==> config.mk <==
export PLATFORM = sky130hd
export DESIGN_NAME = alu_dp_controller
export DESIGN_NICKNAME = d
export VERILOG_FILES = /design/src/rtl/alu_dp_controller.sv
export SDC_FILE = /design/constraint.sdc
export NUM_CORES = 1
export LEC_CHECK = 0
export CORE_MARGIN = 2
export CORE_UTILIZATION = 42
export CTS_CLUSTER_DIAMETER = 30
export CTS_CLUSTER_SIZE = 40
export DETAILED_ROUTE_END_ITERATION = 10
export GPL_ROUTABILITY_DRIVEN = 0
export PLACE_DENSITY = 0.86
export SLEW_MARGIN = 20
export SYNTH_ARGS = -nofsm -noshare
export SYNTH_HDL_FRONTEND = slang
export SYNTH_SLANG_ARGS = --single-unit
==> constraint.sdc <==
create_clock -name clk -period 1.68 [get_ports clk]
set_input_delay 0.168 -clock clk [delete_from_list [all_inputs] [get_ports clk]]
set_output_delay 0.168 -clock clk [all_outputs]
set_load 0.005 [all_outputs]
==> src/rtl/alu_dp_controller.sv <==
// -----------------------------------------------------------------------------
// alu_dp_controller
//
// Multi-cycle sequencer for ARM-style data-processing instructions executed on
// a shared combinational ALU. It owns the architectural NZCV flags and checks
// each instruction's condition field against them. It drives the ALU opcode
// and carry-in, captures the ALU result and flags, and then issues a one-cycle
// register-file write strobe.
//
// Sequence: IDLE -> COND -> EXEC -> WB -> IDLE   (condition passed)
//           IDLE -> COND -> SKIP -> IDLE         (condition failed)
//
// Ports
//   clk            in   system clock, rising edge
//   reset_n        in   asynchronous active-low reset
//   start          in   execute request, sampled only in IDLE
//   instr[31:0]    in   [31:28] cond, [24:21] opcode, [20] S, [15:12] Rd
//   shifter_carry  in   barrel-shifter carry-out, becomes C for logical ops
//   flags_load     in   external NZCV write, honoured only in IDLE
//   flags_in[3:0]  in   NZCV value for flags_load
//   alu_out[DW-1:0] in  ALU result
//   alu_c/z/n/v    in   ALU flag outputs
//   alu_op[OPW-1:0] out ALU opcode (IDLE_OP outside EXEC)
//   alu_carry_in   out  current C flag
//   rf_we          out  register-file write strobe, one cycle
//   rf_waddr[3:0]  out  destination register Rd
//   rf_wdata[DW-1:0] out registered ALU result
//   nzcv[3:0]      out  architectural flags {N,Z,C,V}
//   busy           out  high in every state except IDLE
//   done           out  one-cycle completion pulse
//   cond_pass      out  registered condition result of the current/last instr
// -----------------------------------------------------------------------------
module alu_dp_controller #(
    parameter int             DW      = 32,
    parameter int             OPW     = 5,
    parameter logic [OPW-1:0] IDLE_OP = 5'b11111
) (
    input  logic           clk,
    input  logic           reset_n,
    input  logic           start,
    input  logic [31:0]    instr,
    input  logic           shifter_carry,
    input  logic           flags_load,
    input  logic [3:0]     flags_in,
    input  logic [DW-1:0]  alu_out,
    input  logic           alu_c,
    input  logic           alu_z,
    input  logic           alu_n,
    input  logic           alu_v,
    output logic [OPW-1:0] alu_op,
    output logic           alu_carry_in,
    output logic           rf_we,
    output logic [3:0]     rf_waddr,
    output logic [DW-1:0]  rf_wdata,
    output logic [3:0]     nzcv,
    output logic           busy,
    output logic           done,
    output logic           cond_pass
);

    typedef enum logic [2:0] {
        S_IDLE,
        S_COND,
        S_EXEC,
        S_WB,
        S_SKIP
    } state_t;

    // Bit positions of the individual flags inside nzcv.
    localparam int FN = 3;
    localparam int FZ = 2;
    localparam int FC = 1;
    localparam int FV = 0;

    state_t state;
    state_t next_state;

    logic [31:0] instr_q;        // instruction latched on acceptance
    logic [3:0]  flag_cand;      // flag value computed at the end of EXEC
    logic        flag_wr;        // flag_cand is committed in WB

    logic [3:0]  cond_code;
    logic [3:0]  opcode;
    logic        cond_ok;
    logic        is_test;        // TST/TEQ/CMP/CMN: flags only, no Rd write
    logic        is_arith;       // flag C/V come from the adder

    assign cond_code = instr_q[31:28];
    assign opcode    = instr_q[24:21];
    assign is_test   = (opcode[3:2] == 2'b10);

    // SUB, RSB, ADD, ADC, SBC, RSC (0010-0111) and CMP, CMN (1010, 1011).
    assign is_arith  = ((opcode >= 4'b0010) && (opcode <= 4'b0111)) ||
                       (opcode == 4'b1010) || (opcode == 4'b1011);

    // ARM condition-code evaluation against the architectural flags.
    function automatic logic cond_true(input logic [3:0] code, input logic [3:0] f);
        logic n;
        logic z;
        logic c;
        logic v;
        logic r;
        n = f[FN];
        z = f[FZ];
        c = f[FC];
        v = f[FV];
        case (code)
            4'b0000: r = z;                   // EQ
            4'b0001: r = !z;                  // NE
            4'b0010: r = c;                   // CS
            4'b0011: r = !c;                  // CC
            4'b0100: r = n;                   // MI
            4'b0101: r = !n;                  // PL
            4'b0110: r = v;                   // VS
            4'b0111: r = !v;                  // VC
            4'b1000: r = c && !z;             // HI
            4'b1001: r = !c || z;             // LS
            4'b1010: r = (n == v);            // GE
            4'b1011: r = (n != v);            // LT
            4'b1100: r = !z && (n == v);      // GT
            4'b1101: r = z || (n != v);       // LE
            4'b1110: r = 1'b1;                // AL
            default: r = 1'b0;                // 1111: never
        endcase
        return r;
    endfunction

    assign cond_ok = cond_true(cond_code, nzcv);

    // -------------------------------------------------------------------------
    // State register
    // -------------------------------------------------------------------------
    // NOTE: every clocked process uses non-blocking (<=) assignments so that
    // all registers update together from pre-edge values; a blocking update
    // would let later statements see the new value within the same edge.
    always_ff @(posedge clk or negedge reset_n) begin
        if (!reset_n) begin
            state <= S_IDLE;
        end else begin
            state <= next_state;
        end
    end

    // -------------------------------------------------------------------------
    // Next-state and decoded ALU controls
    // -------------------------------------------------------------------------
    // NOTE: every output of this combinational block is given a default before
    // the case statement; a path that leaves one unassigned would infer a latch.
    always_comb begin
        next_state   = state;
        alu_op       = IDLE_OP;
        alu_carry_in = nzcv[FC];
        case (state)
            S_IDLE: begin
                if (start) begin
                    next_state = S_COND;
                end
            end
            S_COND: begin
                next_state = cond_ok ? S_EXEC : S_SKIP;
            end
            S_EXEC: begin
                alu_op     = {{(OPW-4){1'b0}}, opcode};
                next_state = S_WB;
            end
            S_WB: begin
                next_state = S_IDLE;
            end
            S_SKIP: begin
                next_state = S_IDLE;
            end
            default: begin
                next_state = S_IDLE;
            end
        endcase
    end

    // -------------------------------------------------------------------------
    // Datapath and registered outputs
    // -------------------------------------------------------------------------
    always_ff @(posedge clk or negedge reset_n) begin
        if (!reset_n) begin
            instr_q   <= '0;
            flag_cand <= '0;
            flag_wr   <= 1'b0;
            nzcv      <= 4'b0000;
            cond_pass <= 1'b0;
            rf_wdata  <= '0;
            rf_waddr  <= '0;
            rf_we     <= 1'b0;
            done      <= 1'b0;
            busy      <= 1'b0;
        end else begin
            // Status outputs are registered off the next state so they line up
            // with the state they describe.
            busy  <= (next_state != S_IDLE);
            done  <= (next_state == S_WB) || (next_state == S_SKIP);
            rf_we <= (state == S_EXEC) && !is_test;

            case (state)
                S_IDLE: begin
                    // start has priority; a simultaneous flags_load is dropped.
                    if (start) begin
                        instr_q <= instr;
                    end else if (flags_load) begin
                        nzcv <= flags_in;
                    end
                end
                S_COND: begin
                    cond_pass <= cond_ok;
                end
                S_EXEC: begin
                    rf_wdata <= alu_out;
                    rf_waddr <= instr_q[15:12];
                    flag_wr  <= instr_q[20] || is_test;
                    // Logical ops take C from the shifter and keep V.
                    if (is_arith) begin
                        flag_cand <= {alu_n, alu_z, alu_c, alu_v};
                    end else begin
                        flag_cand <= {alu_n, alu_z, shifter_carry, nzcv[FV]};
                    end
                end
                S_WB: begin
                    if (flag_wr) begin
                        nzcv <= flag_cand;
                    end
                end
                default: begin
                end
            endcase
        end
    end

endmodule

==> flow_metrics.env, run 1 <==
export IMPL_outcome="completed"
export IMPL_postSynthCellCount=286
export IMPL_clockBufferDepth=2
export IMPL_synth_top_family_by_area="simple AND/OR/NAND/NOR gates"
export IMPL_grt_pass1_vias=2325
export IMPL_worst_slew_pin_slew_ps=543.1
export IMPL_cts_buffers=9
export IMPL_tns_ps=0
export IMPL_viasPerCell=4.762
export IMPL_tritoncts="yes"
export IMPL_drive_above_1_share_pct=13.87
export IMPL_nets=483
export IMPL_synth_xor_area_share_pct=1.242
export IMPL_finalHoldViolCount=0
export IMPL_max_vdd_ir_drop_mv=0.9572
export IMPL_yosys_warnings=0
export IMPL_min_path_type="input pin to async pin"
export IMPL_setup_viol=0
export IMPL_cts_sinks=65
export IMPL_drt_pass1_iter_count=4
export IMPL_drtAntennaViolNets=0
export IMPL_antenna_cells=0
export IMPL_synth_edff_count=0
export IMPL_yosysSeqAreaShare_pct=57.65
export IMPL_syn_area_per_cell_sq_um=9.865
export IMPL_yosys_area_top_type_share_pct=57.65
export IMPL_die_w_microns=85.96
export IMPL_rows=29
export IMPL_path_max_fanout=4
export IMPL_grt_util_all_layers_pct=18.78
export IMPL_core_area_sq_um=6422
export IMPL_syn2layout_area_growth_pct=50.69
export IMPL_ios=127
export IMPL_ys_types=39
export IMPL_criticalPathCategory="flop to primary output"
export IMPL_final_cell_mix="nand2_1 (123), clkdlybuf4s50_1 (101), dfrtp_1 (61)"
export IMPL_cp_start_kind="flop"
export IMPL_dp_hpwl_mm=4.866
export IMPL_synth_area_top_cells="dfrtp_1 (58%), nand2_1 (16%), mux2i_1 (2.8%)"
export IMPL_async_flop_share_pct=100.0
export IMPL_die_y_microns=85.96
export IMPL_antenna_found_initial=0
export IMPL_synth_compound_area_share_pct=5.322
export IMPL_p_per_area_nw_per_um2=1713
export IMPL_slew_limit_headroom_pct=63.79
export IMPL_synthFlopType="dfrtp_1"
export IMPL_synth_area_mux_share_pct=7.361
export IMPL_drc=0
export IMPL_vias=2324
export IMPL_htreeDepth=3
export IMPL_synthAdderAreaFrac_pct=0
export IMPL_grt_pass1_wl_mm=10.74
export IMPL_clock_latency_ps=340
export IMPL_grt_max_degree=30
export IMPL_slew_violations=0
export IMPL_cp_end_kind="primary output"
export IMPL_leakagePower_uw=0.002008
export IMPL_synth_top_area_cell="dfrtp_1"
export IMPL_start_util_pct=43.93
export IMPL_clkTransAtPathRegs_ps=70
export IMPL_routed_wl_mm=6.697
export IMPL_die_area_sq_um=7389
export IMPL_fmax_ghz=0.6124
export IMPL_final_core_util_pct=66.20
export IMPL_gr_total_overflow=0
export IMPL_cp_arrival_ps=1460
export IMPL_syn_area_sq_um=2821
export IMPL_rsz0062_at_grt="no"
export IMPL_yosys_area_share_simple_pct=23.90
export IMPL_cap_violations=0
export IMPL_drt_iter0_drc=85
export IMPL_final_common_cell="nand2_1"
export IMPL_wire_per_inst_microns=13.72
export IMPL_synth_nets=363
export IMPL_ys_seq_elements=65
export IMPL_clock_skew_ps=5.552
export IMPL_portBuffers=107
export IMPL_fin_crit_sh_pct=97.20
export IMPL_min_period_ps=1633
export IMPL_cp_required_ps=1510
export IMPL_timing_hold_ws_ps=346.6
export IMPL_root_buffer="clkbuf_8"
where the power goes:
part           internal, uW  leakage [uW]  switching (uW)
clock network           681     0.0000912             616
registers              2330      0.000784             525
logic                  1890       0.00113            1250
total                  4900       0.00201            2390
cell usage after synthesis (3+ instances only):
| cell | number |
|---|---|
| mux2i_1 | 8 |
| buf_6 | 3 |
| nand2_1 | 123 |
| o21ai_0 | 7 |
| a21oi_1 | 7 |
| mux2_2 | 6 |
| dfrtp_1 | 65 |
| nor2_1 | 9 |
| mux2_4 | 4 |
| buf_2 | 12 |
| xnor2_1 | 3 |
| inv_1 | 4 |
routing by layer:
metal	GRT usage (%)	routed length, microns	vias to the layer above
li1	-	-	1162
met1	22.63	2904	1080
met2	30.44	3180	73
met3	7.796	531	9
met4	6.349	81	0
met5	0	0	-
state kept, by name, indices dropped and copies added, names as in the netlist:
signal,flops
busy,1
cond_pass,1
done,1
flag_cand,4
flag_wr,1
instr_q,13
nzcv,4
rf_waddr,4
rf_wdata,32
rf_we,1
state,3
worst paths after layout:
check / startpoint / endpoint / slack [ps] / cells after the start
max in group asynchronous: reset_n / state[2] / 810 / 3
min: reset_n / cond_pass / 350 / 2
max reg2reg: state[2] / instr_q[22] / 60 / 4
max: state[0] / alu_op[1] / 50 / 3
min in group clk: alu_out[0] / rf_wdata[0] / 350 / 3
min reg2reg: instr_q[24] / rf_we / 470 / 1
cell families (layout without fill, tap and decap cells):
group	count (synthesis)	after routing
flops	65	65
xor+xnor	4	4
compound gates	24	24
mux	18	18
buf+inv	22	147
simple gates	153	153
worst max-delay path, stage by stage, from the launching register on:
cell           delay, ps
dfrtp_1              380
nand2b_4             160
or3_1                320
dlygate4sd2_1        270
stage by stage:
step	setup WS (ps)	cells	total power (uW)	cell area [sq um]
after floorplan	134.8	286	4350	2821
after global placement	66.23	467	5865	4010
after detailed placement	9.487	467	5982	4010
after CTS	19.37	487	7338	4240
after global routing	0.7985	488	7814	4252
final	47.01	488	7285	4252
timing repair:
item,in CTS,in global routing
hold buffers,1,0
cloned,0,0
hold endpoints to repair,20,0
endpoints found under the setup margin,5,3
setup buffers,3,1
resized for setup,8,4
final cells by class:
type | count | area, sq um
clock buffers | 9 | 123.9
repair buffers | 126 | 1230
fillers | 500 | 2171
multi-input cells | 199 | 1080
clock inverters | 7 | 71.32
inverters | 5 | 18.77
well taps | 77 | 96.34
flip-flops and latches | 65 | 1632
Note: power is estimated with default switching activity, not from simulation.
==> inputs of run 2 (changes only) <==
Settings changed: CORE_ASPECT_RATIO set to 0.6, CORE_UTILIZATION 42 to 45, DONT_BUFFER_PORTS set to 1, PLACE_DENSITY 0.86 to 0.65.
==> run 2 against run 1 <==
Combinational power is 34% lower. Global-route usage increased by 2.2 points. Flip-flop and latch count unchanged. Routed wire length grew 3.9%. Die area down 6.1%. Utilization shrank 5.2 points. Worst hold slack lost 280 ps. Clock skew grew 4.5 ps. Cell count shrank 11%. First-iteration DRC count unchanged.
==> flow_metrics.env, run 2 (synthesis results as in run 1) <==
export IMPL_slowest_stage="dfrtp_2"
export IMPL_routed_wl_mm=6.955
export IMPL_top_regs="rf_wdata: 32 flops, instr_q: 13 flops"
export IMPL_dp_hpwl_mm=4.061
export IMPL_tritoncts="yes"
export IMPL_ios=127
export IMPL_outcome="completed"
export IMPL_clock_latency_ps=330
export IMPL_grt_max_degree=66
export IMPL_p_per_area_nw_per_um2=1731
export IMPL_r2r_start="instr_q[30]"
export IMPL_htreeDepth=3
export IMPL_start_util_pct=46.38
export IMPL_drc=0
export IMPL_finalHoldViolCount=0
export IMPL_cp_end_kind="primary output"
export IMPL_rows=22
export IMPL_postLayoutCellArea_sq_um=3712
export IMPL_antenna_found_initial=0
export IMPL_core_area_sq_um=6083
export IMPL_max_vdd_ir_drop_mv=0.6683
export IMPL_cp_start_kind="flop"
export IMPL_nets=421
export IMPL_reg2regPathDepth=5
export IMPL_grt_util_all_layers_pct=21.02
export IMPL_drt_pass1_iter_count=4
export IMPL_worst_slew_pin_slew_ps=430.8
export IMPL_slew_violations=0
export IMPL_largest_reg_flops=32
export IMPL_drt_iter0_drc=85
export IMPL_wire_per_inst_microns=16.06
export IMPL_drtAntennaViolNets=0
export IMPL_cap_violations=0
export IMPL_drt_met1_wl_mm=3.128
export IMPL_dr_wl_met2_mm=3.158
export IMPL_rsz0062_at_grt="no"
export IMPL_min_path_type="input pin to flop"
export IMPL_vias=2185
export IMPL_grt_pass1_vias=2197
export IMPL_final_common_cell="nand2_1"
export IMPL_clkTransAtPathRegs_ps=70
export IMPL_reg2reg_to="cond_pass"
export IMPL_cp_arrival_ps=1430
export IMPL_antenna_cells=0
export IMPL_cts_buffers=9
export IMPL_clock_skew_ps=10.04
export IMPL_holdPathStages=2
export IMPL_cts_sinks=65
export IMPL_clockBufferDepth=2
export IMPL_top_register="rf_wdata"
export IMPL_holdPathEnd="flag_cand[0]"
export IMPL_dp_cells=364
export IMPL_route_met3_wl_microns=600
export IMPL_fin_cells=433
export IMPL_crit_buf_inv=1
export IMPL_criticalPathCategory="flop to primary output"
export IMPL_gr_total_overflow=0
export IMPL_syn2layout_area_growth_pct=31.57
export IMPL_r2r_slack_ps=100
export IMPL_top_layer="met4"
export IMPL_root_buffer="clkbuf_8"
export IMPL_setup_viol=0
export IMPL_drive_above_1_share_pct=14.90
export IMPL_die_y_microns=65.34
export IMPL_portBuffers=0
export IMPL_grt_pass1_wl_mm=10.86
export IMPL_die_area_sq_um=6940
export IMPL_hold_start="alu_v"
export IMPL_path_max_fanout=21
export IMPL_slew_limit_headroom_pct=70.91
export IMPL_viasPerCell=5.046
export IMPL_tns_ps=0
export IMPL_fmax_ghz=0.6257
export IMPL_max_stage_delay_ps=460
export IMPL_leakagePower_uw=0.001808
export IMPL_crit_family="flip-flops"
export IMPL_min_period_ps=1598
export IMPL_cp_required_ps=1510
export IMPL_place_area_sq_um=2930
export IMPL_path_cells="nand2b_4 -> nor2_4 -> buf_12 -> nand2_1"
export IMPL_die_w_microns=106.2
export IMPL_final_cell_mix="nand2_1 (123), dfrtp_1 (62), dlygate4sd3_1 (49)"
export IMPL_fin_crit_sh_pct=95.13
==> run 2: cell count changes in the layout (fill, tap and decap cells not counted), sizes merged <==
cell	change
clkinvlp	-1
clkdlybuf4s50	-101
bufbuf	+1
clkbuf	+1
dlygate4sd3	+48
buf	-5
dlygate4sd2	-5
==> run 2: metal layers <==
| metal | global-route usage [%] | vias to the layer above |
|---|---|---|
| li1 | - | 1034 |
| met1 | 26.74 | 1052 |
| met2 | 33.01 | 91 |
| met3 | 8.730 | 8 |
| met4 | 6.579 | 0 |
| met5 | 0 | - |
==> run 2: worst max-delay path by stage <==
stage | to | slack (ps) | from | cells past startpoint
floorplan | instr_q[12] | 130 | state[2] | 4
global placement | cond_pass | 140 | instr_q[30] | 5
detailed placement | cond_pass | 90 | instr_q[30] | 5
CTS | alu_op[2] | 30 | state[1] | 4
global route | alu_op[2] | 6 | state[0] | 4
finish | alu_op[2] | 80 | state[0] | 4
==> run 2: cell type report <==
| cell class | count | area (sq um) |
|---|---|---|
| clock buffers | 10 | 137.6 |
| well taps | 84 | 105.1 |
| flip-flops and latches | 65 | 1630 |
| inverters | 5 | 18.77 |
| clock inverters | 6 | 67.56 |
| fillers | 489 | 2371 |
| multi-input cells | 199 | 1080 |
| repair buffers | 64 | 673.1 |
==> run 2: what timing repair did <==
item | in CTS | in global routing
cloned | 1 | 0
endpoints found under the hold margin | 113 | 65
setup endpoints to repair | 3 | 3
gates resized for setup | 3 | 2
pin swaps | 1 | 0
hold buffers | 48 | 2
setup buffers | 1 | 1
==> run 2: power by group <==
group	switching, uW	internal [uW]
combinational	1020	1050
clock	602	727
sequential	696	2330
total	2320	4110
==> run 2: through the flow <==
stage | worst slack, ps | hold slack (ps) | utilization, % | power, uW
5_1_grt | 6.139 | 31.60 | 61.02 | 6920
2_1_floorplan | 134.8 | -127.6 | - | 4350
3_3_place_gp | 137.4 | -126.6 | 48.17 | 4750
6_report | 81.83 | 62.58 | 61.02 | 6426
4_1_cts | 34.39 | -498.4 | 60.24 | 6406
3_5_place_dp | 86.24 | -126.4 | 48.17 | 4859
==> inputs of run 3 (changes only) <==
Settings changed: CORE_UTILIZATION 45 to 60, PLACE_DENSITY 0.65 to 0.81, SKIP_LAST_GASP set to 1.
==> run 3 against run 2 <==
Sequential share of layout area grew 0.91 points. Non-clock buffer count shrank 3. Cell count is 5.8% lower. Sequential power about the same. Critical path depth did not move. Total power increased by 0.34%. Worst hold slack worse by 19 ps. Global-route usage grew 5.6 points. Die area fell by 24%. Routed wire length shrank 3.8%. Via count up 0.14%. Utilization is 19 points higher. Critical endpoint is now cond_pass. Largest power group unchanged.
==> flow_metrics.env, run 3 (synthesis results as in run 1) <==
export IMPL_cp_arrival_ps=1880
export IMPL_die_w_microns=92.53
export IMPL_drt_iter0_drc=176
export IMPL_viasPerCell=5.363
export IMPL_r2r_start="instr_q[28]"
export IMPL_die_area_sq_um=5285
export IMPL_cp_required_ps=1910
export IMPL_drc=0
export IMPL_rows=19
export IMPL_crit_family="compound AO/OA/AOI/OAI gates"
export IMPL_tns_ps=0
export IMPL_ios=127
export IMPL_core_area_sq_um=4541
export IMPL_combPwrFrac_pct=30.3
export IMPL_finalHoldViolCount=0
export IMPL_fillCellCount=264
export IMPL_worst_slew_pin_slew_ps=487.7
export IMPL_wire_per_inst_microns=16.40
export IMPL_slew_limit_headroom_pct=67.08
export IMPL_cts_sinks=65
export IMPL_min_path_type="input pin to flop"
export IMPL_path_cells="xor2_1 -> o311ai_0 -> nand4_1 -> o21a_1"
export IMPL_p_clk_share_pct=22.4
export IMPL_hold_start="alu_c"
export IMPL_vias=2188
export IMPL_crit_start="instr_q[28]"
export IMPL_syn2layout_area_growth_pct=29.00
export IMPL_clock_latency_ps=340
export IMPL_leakagePower_uw=0.001783
export IMPL_portBuffers=0
export IMPL_dp_slack_ps=34.46
export IMPL_grt_util_all_layers_pct=26.65
export IMPL_nets=418
export IMPL_crit_buf_inv=0
export IMPL_grt_max_degree=66
export IMPL_slowest_stage="dfrtp_2"
export IMPL_path_max_fanout=13
export IMPL_start_util_pct=62.14
export IMPL_p_int_uw=4159
export IMPL_p_per_area_nw_per_um2=1772
export IMPL_grt_pass1_vias=2266
export IMPL_postLayoutCellArea_sq_um=3640
export IMPL_clock_skew_ps=4.544
export IMPL_grt_pass1_wl_mm=10.56
export IMPL_clkTransAtPathRegs_ps=70
export IMPL_tritoncts="yes"
export IMPL_cap_violations=0
export IMPL_fmax_ghz=0.6061
export IMPL_fin_crit_sh_pct=98.20
export IMPL_top_register="rf_wdata"
export IMPL_drtAntennaViolNets=0
export IMPL_dp_cells=343
export IMPL_p_seq_share_pct=47.3
export IMPL_min_period_ps=1650
export IMPL_root_buffer="clkbuf_8"
export IMPL_die_y_microns=57.12
export IMPL_swShare_pct=35.51
export IMPL_gr_total_overflow=0
export IMPL_setup_slack_ps=30.16
export IMPL_fin_cells=408
export IMPL_top_regs="rf_wdata: 32 flops, instr_q: 13 flops"
export IMPL_outcome="completed"
export IMPL_drt_pass1_iter_count=4
export IMPL_setup_viol=0
export IMPL_clockBufferDepth=2
export IMPL_largest_reg_flops=32
export IMPL_place_area_sq_um=2879
export IMPL_timing_hold_ws_ps=43.25
export IMPL_antenna_found_initial=0
export IMPL_routed_wl_mm=6.692
export IMPL_p_sw_uw=2290
export IMPL_antenna_cells=0
export IMPL_cp_end_kind="flop"
export IMPL_htreeDepth=3
export IMPL_dp_hpwl_mm=4.026
export IMPL_criticalPathCategory="flop to flop"
export IMPL_final_cell_mix="nand2_1 (123), dfrtp_1 (61), dlygate4sd3_1 (49)"
export IMPL_cts_buffers=9
export IMPL_slew_violations=0
export IMPL_final_common_cell="nand2_1"
export IMPL_max_vdd_ir_drop_mv=1.123
export IMPL_drive_above_1_share_pct=14.20
export IMPL_cp_start_kind="flop"
export IMPL_max_stage_delay_ps=490
## run 3: changes by cell type in the layout (fill, tap and decap cells not counted), sizes merged
cell	change
clkinv	-2
bufbuf	-1
bufinv	+1
buf	-2
## run 3: stage by stage
step                total power [uW]  util (%)
global route                    6889     80.16
detailed placement              4800     63.41
floorplan                       4350         -
CTS                             6356     79.14
global placement                4654     63.41
finish                          6448     80.16
## run 3: worst paths after layout
check | end | slack [ps] | cells past startpoint
max | cond_pass | 30 | 4
min | flag_cand[1] | 40 | 2
max reg2reg | cond_pass | 30 | 4
min reg2reg | rf_waddr[1] | 480 | 2
max in group asynchronous | state[1] | 1040 | 2
min in group asynchronous | rf_wdata[3] | 370 | 2
## run 3: timing repair
| item | in CTS | in global routing |
|---|---|---|
| pin swaps | 0 | 1 |
| setup buffers | 0 | 0 |
| hold buffers | 48 | 2 |
| endpoints found under the hold margin | 113 | 65 |
| gates cloned | 0 | 0 |
| gates resized for setup | 5 | 4 |
| endpoints found under the setup margin | 2 | 4 |
## run 3: power groups by stage
stage / logic, uW / clock network [uW] / registers [uW]
after floorplan: 1590 / 0 / 2760
after global placement: 1650 / 0 / 3000
after detailed placement: 1780 / 0 / 3020
after CTS: 1880 / 1460 / 3020
after global routing: 2180 / 1560 / 3160
final: 1950 / 1450 / 3050
## run 3: layout make-up
cell class                      count  area [sq um]  share of cell area, %
Timing Repair Buffer               61         613.1                  16.84
Clock inverter                      5         80.08                  2.200
Tap cell                           63         78.83                  2.166
Clock buffer                       10         137.6                  3.781
Multi-Input combinational cell    199          1080                  29.67
Sequential cell                    65          1632                  44.83
Inverter                            5         18.77                 0.5156
## run 3: per-layer routing
layer | global-route usage, % | vias up | part of all wire [%]
met2 | 42.75 | 92 | 48
li1 | - | 1031 | -
met5 | 0 | - | 0
met4 | 8.102 | 0 | 1.3
met1 | 32.94 | 1053 | 41
met3 | 12.29 | 12 | 9.2
